--- src/rtl/demux4_route.sv ---
// -----------------------------------------------------------------------------
// demux4_route
//   Routes an inbound word to one of four destinations. Each destination owns a
//   single-entry holding register (yN) with a valid flag (vldN). A held word
//   can be delivered and replaced on the same edge, so each destination can
//   sustain one word per cycle.
//
// Ports
//   clk        : clock, all state changes on the rising edge
//   rst_n      : asynchronous active-low reset (clears y, vld, occ)
//   d, s       : inbound word and destination select (0..3 -> y0..y3)
//   in_valid   : d/s are valid this cycle
//   in_ready   : combinational; the block takes d this cycle
//   y0..y3     : per-destination data registers
//   vld0..vld3 : matching yN holds an undelivered word
//   rdy0..rdy3 : destination N consumes yN this cycle
//   flush      : synchronous discard of every held word (y contents kept)
//   occ        : registered count of asserted vldN bits (0..4)
//
// Handshake: a word moves on a rising edge only when valid and ready are both
// high on that edge. The sender holds its data stable while valid is high and
// ready is low; ready never depends on the valid of the same interface.
// -----------------------------------------------------------------------------
module demux4_route #(
  parameter int WIDTH = 32
) (
  input  logic             clk,
  input  logic             rst_n,
  input  logic [WIDTH-1:0] d,
  input  logic [1:0]       s,
  input  logic             in_valid,
  output logic             in_ready,
  output logic [WIDTH-1:0] y0,
  output logic [WIDTH-1:0] y1,
  output logic [WIDTH-1:0] y2,
  output logic [WIDTH-1:0] y3,
  output logic             vld0,
  output logic             vld1,
  output logic             vld2,
  output logic             vld3,
  input  logic             rdy0,
  input  logic             rdy1,
  input  logic             rdy2,
  input  logic             rdy3,
  input  logic             flush,
  output logic [2:0]       occ
);

  logic [WIDTH-1:0] y_q [4];
  logic [3:0]       vld_q;
  logic [2:0]       occ_q;
  logic [3:0]       rdy_vec;
  logic [3:0]       load;
  logic [3:0]       deliver;
  logic [2:0]       dec_cnt;
  logic             accept;
  logic             inc;

  assign rdy_vec = {rdy3, rdy2, rdy1, rdy0};

  // A full destination can still accept when its current word leaves on the
  // same edge. rst_n gates ready so nothing is offered while reset is held.
  assign in_ready = rst_n & (~vld_q[s] | rdy_vec[s]) & ~flush;
  assign accept   = in_valid & in_ready;

  // Occupancy only grows when the word lands in an empty slot; a reload of a
  // slot that is delivering leaves the count unchanged.
  assign inc = accept & ~vld_q[s];

  always_comb begin
    load    = '0;
    deliver = '0;
    dec_cnt = '0;
    for (int n = 0; n < 4; n++) begin
      load[n]    = accept && (s == 2'(n));
      deliver[n] = vld_q[n] & rdy_vec[n];
      if (deliver[n] && !load[n]) begin
        dec_cnt = dec_cnt + 3'd1;
      end
    end
  end

  always_ff @(posedge clk or negedge rst_n) begin
    if (!rst_n) begin
      vld_q <= '0;
      occ_q <= '0;
      for (int n = 0; n < 4; n++) begin
        y_q[n] <= '0;
      end
    end else if (flush) begin
      // Flush wins over any delivery or transfer; data registers keep contents.
      vld_q <= '0;
      occ_q <= '0;
    end else begin
      for (int n = 0; n < 4; n++) begin
        if (load[n]) begin
          vld_q[n] <= 1'b1;
          y_q[n]   <= d;
        end else if (deliver[n]) begin
          vld_q[n] <= 1'b0;
        end
      end
      occ_q <= occ_q + {2'b00, inc} - dec_cnt;
    end
  end

  assign y0   = y_q[0];
  assign y1   = y_q[1];
  assign y2   = y_q[2];
  assign y3   = y_q[3];
  assign vld0 = vld_q[0];
  assign vld1 = vld_q[1];
  assign vld2 = vld_q[2];
  assign vld3 = vld_q[3];
  assign occ  = occ_q;

endmodule

--- config.mk ---
export PLATFORM = sky130hd
export DESIGN_NAME = demux4_route
export DESIGN_NICKNAME = d
export VERILOG_FILES = /design/src/rtl/demux4_route.sv
export SDC_FILE = /design/constraint.sdc
export NUM_CORES = 1
export LEC_CHECK = 0
export BUFFER_PORTS_ARGS = -buffer_cell sky130_fd_sc_hd__buf_4
export CORE_AREA = 5 5 107 109
export CTS_CLUSTER_SIZE = 8
export DETAILED_ROUTE_END_ITERATION = 12
export DIE_AREA = 0 0 112 114
export HOLD_SLACK_MARGIN = 0.05
export PLACE_DENSITY_LB_ADDON = 0.05
export SKIP_CTS_REPAIR_TIMING = 1
export SYNTH_ARGS = -nofsm -noshare
export SYNTH_HDL_FRONTEND = slang
export SYNTH_SLANG_ARGS = --single-unit
export TNS_END_PERCENT = 1
--- constraint.sdc ---
create_clock -name clk -period 15.4 [get_ports clk]
set_input_delay 2.31 -clock clk [delete_from_list [all_inputs] [get_ports clk]]
set_output_delay 2.31 -clock clk [all_outputs]
set_load 0.1 [all_outputs]
==> metrics.txt, run 1 <==
Hold/Removal Path Class reg2reg; CTS sink count 135; CP Max Fanout 69; Final Hold Vio Count 0; clock skew 0.00535 ns; Clock Power Share 0.216; drc violations 0; die area 12800 um^2; area leader, netlist dfrtp_1; Cell Area, Synth 5530 um^2; CTS tree built; Synth Net Count 392; Post-synth EDFFs 0; Post-Synthesis Cells 343; Largest stage delay, worst path 0.63 ns; first-pass GRT wire length 20600 um; Switching Share 0.518; leading cell types in the layout, fill and taps excluded buf_4 (182), dfrtp_1 (135), mux2_2 (120), clkbuf_16 (16), mux2_1 (8); leak pwr 3.60 nW; Final Cycle Share 0.452; Chip Height 114 um; Fin Setup TNS 0 ns; CTS Buf Count 17; Synth Flop Type dfrtp_1; GRT Overall Usage 0.208; status finished clean; top cells by area, synth dfrtp_1 (61%), mux2_2 (24%), buf_6 (2.0%); drt pass-1 iters 4; Crit path arrival time 7.39 ns; dpl cells 649; VDD IR-drop max 0.147 mV; layout cell share with drive strength beyond 1 0.638; internal power 0.000831 W; WL per Instance 18.8 um; clk_lat worst skew 0.51 ns; Hold WS 0.488 ns; top cell type's share of synthesized area 0.611; slowest stage cell, crit path buf_4; I/O Buffers 177; Yosys warning count 0; vias in the first global route 3858; minimum clock period 6.96 ns; Max Fclk 144 MHz; CP required 15.84 ns; initial core utilization 0.526; clk slew on worst S/H paths 0.06 ns; Longest Clk Path Bufs 2; nets@finish 577; H-tree lvl count 4; CP endpoint kind flop; Initial DRC Count 120; Final HPWL DP 8900 um; Place WS 7.93 ns; routability congestion estimate 0.822; Routed WL 12800 um; reported max-cap violation count 0; #FFs+latches synth 135; diode count 0; combinational share of power 0.504; Die Width 112 um; Root Buffer Master clkbuf_8; post-synthesis cell type count 36; post-route ant nets 0; pwr dens 230 nW/um^2; critical path cell sequence buf_4, nand3b_1, nor4_4, nor2_1, ha_1, inv_1, or4_1, o221ai_1, ha_1, a22oi_1, ha_1, inv_1, fa_1, xnor3_1, or4_1, o221ai_1, mux2i_1; Seq/Total Area, Yosys 0.611; Avg Inst Size Synth 16.1 um^2; row count 38; Non-Filler Instances 681; crit path launch type input port; NetSw 0.000893 W; Critical Path Most Common Cell ha_1; commonest non-fill, non-tap cell in the layout buf_4; Syn-to-layout area delta 35.5%; Slew Limit Headroom 0.293; register area 3380 um^2; Fillers 776; final setup fails 0; share of flip-flops with an asynchronous set or reset 1.00; Ports 178; Placement Cell Area 6930 um^2; Seq pwr share 0.280; Vias/cell 5.25; antenna violations before repair 0; fin. max-slew vios 0; final setup margin 8.44 ns; RSZ-0062 raised after global routing no; largest net degree at the start of global routing 70; Slew @ Worst Pin 1.06 ns; floorplan core area 10500 um^2; Top delay family on crit path simple AND/OR/NAND/NOR gates; Critical Setup Path Class in2reg; buffers plus inverters on the worst setup path 3; post-route design area 7490 um^2; vias 3574; multi-input logic area 1990 um^2; GRT overflow 0
==> registers in the layout, summed over array words and instances, names as in the netlist <==
| name | flops |
|---|---|
| y3 | 32 |
| y0 | 32 |
| y2 | 32 |
| vld_q | 4 |
| y1 | 32 |
| occ | 3 |
==> layout make-up <==
type                    count  share of cell area
clock buffers              18              0.0572
clock inverters            14              0.0169
inverters                   6             0.00301
multi-input cells         186               0.266
flip-flops and latches    135               0.451
well taps                 140              0.0234
repair buffers            182               0.182
==> metrics by stage <==
step                      utilization  total power (W)
after floorplan                     -          0.00117
after global placement          0.660          0.00135
after detailed placement        0.660          0.00136
after CTS                       0.713          0.00174
after global routing            0.713          0.00178
final                           0.713          0.00172
==> worst paths after layout <==
| kind | startpoint | to | slack, ns | cells past startpoint |
|---|---|---|---|---|
| setup / recovery | rst_n | occ[2] | 8.44 | 17 |
| hold / removal | y0[27] | y0[27] | 0.49 | 1 |
| setup reg to reg | vld_q[2] | occ[2] | 10.24 | 17 |
| hold reg to reg | y0[27] | y0[27] | 0.49 | 1 |
| max in group asynchronous | rst_n | y2[12] | 12.14 | 2 |
| min in group asynchronous | rst_n | y2[29] | 1.89 | 1 |
==> power by group through the flow <==
stage,registers [W],logic [W],clock network [W]
4_1_cts,0.000485,0.000874,0.000380
3_3_place_gp,0.000486,0.000868,0
5_1_grt,0.000495,0.000890,0.000399
3_5_place_dp,0.000490,0.000873,0
2_1_floorplan,0.00108,0.0000892,0
6_report,0.000483,0.000868,0.000372
==> cells in the mapped netlist (2+ instances only) <==
master,number
mux2_2,120
nor4_4,2
mux4_2,2
buf_2,3
a21o_1,4
buf_6,10
inv_1,6
o21bai_1,2
or2_2,3
mux2i_1,3
or4_1,2
dfrtp_1,135
nor2_1,7
ha_1,6
buf_4,2
o221ai_1,2
mux2_1,8
nand3_1,3
nand2_1,6
==> worst register-to-register path, cell delays in order, from the launching register on <==
cell,delay (ns)
dfrtp_1,0.48
mux4_2,0.59
nor2b_4,0.20
nor4_4,0.23
nor2_1,0.09
ha_1,0.34
inv_1,0.07
or4_1,0.49
o221ai_1,0.33
ha_1,0.31
a22oi_1,0.21
ha_1,0.16
inv_1,0.06
fa_1,0.42
xnor3_1,0.24
or4_1,0.42
o221ai_1,0.26
mux2i_1,0.21
==> logic make-up after synthesis <==
| kind of cell | Yosys count | synth area share |
|---|---|---|
| flops | 135 | 0.611 |
| mux | 133 | 0.274 |
| simple gates | 30 | 0.0356 |
| buf+inv | 22 | 0.0306 |
| compound gates | 14 | 0.0251 |
| fa+ha+maj | 7 | 0.0172 |
| xor+xnor | 2 | 0.00566 |
==> metal layers <==
layer	vias up	part of all wire	track usage
met5	-	0	0
met4	0	0.018	0.0857
met3	21	0.074	0.0679
met2	121	0.53	0.355
met1	1832	0.38	0.245
li1	1600	-	-
No activity file was read; power rests on OpenSTA's default activity.
==> run 2, diff against run 1 <==
CORE_AREA = 5 5 111 113   (was 5 5 107 109)
DIE_AREA = 0 0 116 118   (was 0 0 112 114)
clock period = 6.7 ns   (was 15.4 ns; I/O delays follow)
==> run 2 against run 1 <==
Net effect: non-clock buffer count up 1; worst hold slack got worse by 0.0012 ns; total power up 140%; sequential cell count is the same; register-to-register slack worse by 8.6 ns; sequential share of layout area decreased by 0.63 points; count of clock-buffer cells in the layout is 1 higher; clock power rose to 2.7 times the previous value; final cell count rose by 0.59%; core utilization is 3.6 points lower; via count is 0.62% lower; combinational power is 130% higher.
==> metrics.txt, run 2 (same netlist as run 1, synthesis figures left out) <==
status finished clean; leading cell types in the layout, fill and taps excluded buf_4 (182), dfrtp_1 (135), mux2_2 (120), clkbuf_16 (17), mux2_1 (8); row count 39; vias in the first global route 3840; VDD IR-drop max 0.336 mV; GRT Overall Usage 0.204; first-pass GRT wire length 21300 um; final setup margin 1.39 ns; Fin Setup TNS 0 ns; clk_lat worst skew 0.42 ns; clock skew 0.0136 ns; pwr dens 543 nW/um^2; Initial DRC Count 172; clk slew on worst S/H paths 0.06 ns; slowest stage cell, crit path mux4_2; final setup fails 0; Max Fclk 188 MHz; Vias/cell 5.19; Die Width 116 um; Chip Height 118 um; fin. max-slew vios 0; Ports 178; Routed WL 13200 um; die area 13700 um^2; minimum clock period 5.31 ns; drc violations 0; GRT overflow 0; Top delay family on crit path simple AND/OR/NAND/NOR gates; CP Max Fanout 7; crit path launch type input port; CP Launch Point s[0]; Final Hold Vio Count 0; Longest Clk Path Bufs 2; Placement Cell Area 6950 um^2; buffers plus inverters on the worst setup path 3; Root Buffer Master clkbuf_16; initial core utilization 0.492; post-route ant nets 0; Slew Limit Headroom 0.383; Hold/Removal Path Class reg2reg; H-tree lvl count 4; post-route design area 7590 um^2; RSZ-0062 raised after global routing no; largest net degree at the start of global routing 77; I/O Buffers 177; Slew @ Worst Pin 0.926 ns; Critical Path Most Common Cell ha_1; Final Cycle Share 0.792; Worst Min Path Start y0[28]; leak pwr 3.65 nW; floorplan core area 11200 um^2; antenna violations before repair 0; WL per Instance 19.2 um; nets@finish 578; CTS Buf Count 17; Final HPWL DP 9050 um; critical path cell sequence buf_4, mux4_2, nor2b_4, nor4_4, nor2_1, ha_1, inv_1, or4_1, o221ai_1, ha_1, a22oi_1, ha_1, inv_1, fa_1, xnor3_1, or4_1, o221ai_1, mux2i_1; CTS sink count 135; vias 3552; CP required 7.04 ns; CP endpoint kind flop; Largest stage delay, worst path 0.60 ns; Critical Setup Path Class in2reg; Crit path arrival time 5.65 ns; reported max-cap violation count 0; drt pass-1 iters 4; Syn-to-layout area delta 37.4%; CTS tree built; commonest non-fill, non-tap cell in the layout buf_4; layout cell share with drive strength beyond 1 0.637; Place WS 0.951 ns; origin of the critical flop-to-flop path vld_q[2]; diode count 0; routability congestion estimate 0.811
## run 2: worst paths after layout
check                          to  slack [ns]  depth (start not counted)
min in group asynchronous  y2[26]        0.72                          2
hold / removal             y0[28]        0.49                          1
hold reg to reg            y0[28]        0.49                          1
max in group asynchronous  y0[25]        4.51                          3
setup reg to reg           occ[2]        1.68                         17
setup / recovery           occ[2]        1.39                         18
## run 2: metrics by stage
stage | total power (W) | hold WS (ns) | utilization | cells
after floorplan | 0.00269 | 0.709 | - | 343
after global placement | 0.00311 | 0.473 | 0.619 | 653
after detailed placement | 0.00313 | 0.477 | 0.619 | 653
after CTS | 0.00416 | 0.490 | 0.677 | 685
after global routing | 0.00426 | 0.506 | 0.677 | 685
final | 0.00412 | 0.487 | 0.677 | 685
## run 2: final cells by class
class                           count  area (um^2)
Fill cell                         866         3630
Sequential cell                   135         3380
Multi-Input combinational cell    186         1990
Timing Repair Buffer              183         1380
Clock buffer                       19          443
Clock inverter                     13          203
Tap cell                          143          179
Inverter                            6         22.5
## run 2: routing by layer
layer	global-route usage	share of wire
met5	0	0
met4	0.0841	0.026
met3	0.0843	0.090
met2	0.310	0.48
met1	0.257	0.40
## run 2: power by group
part           total, W  internal [W]  switching [W]
registers       0.00110       0.00100       0.000101
logic           0.00200      0.000404        0.00160
clock network   0.00101      0.000668       0.000344
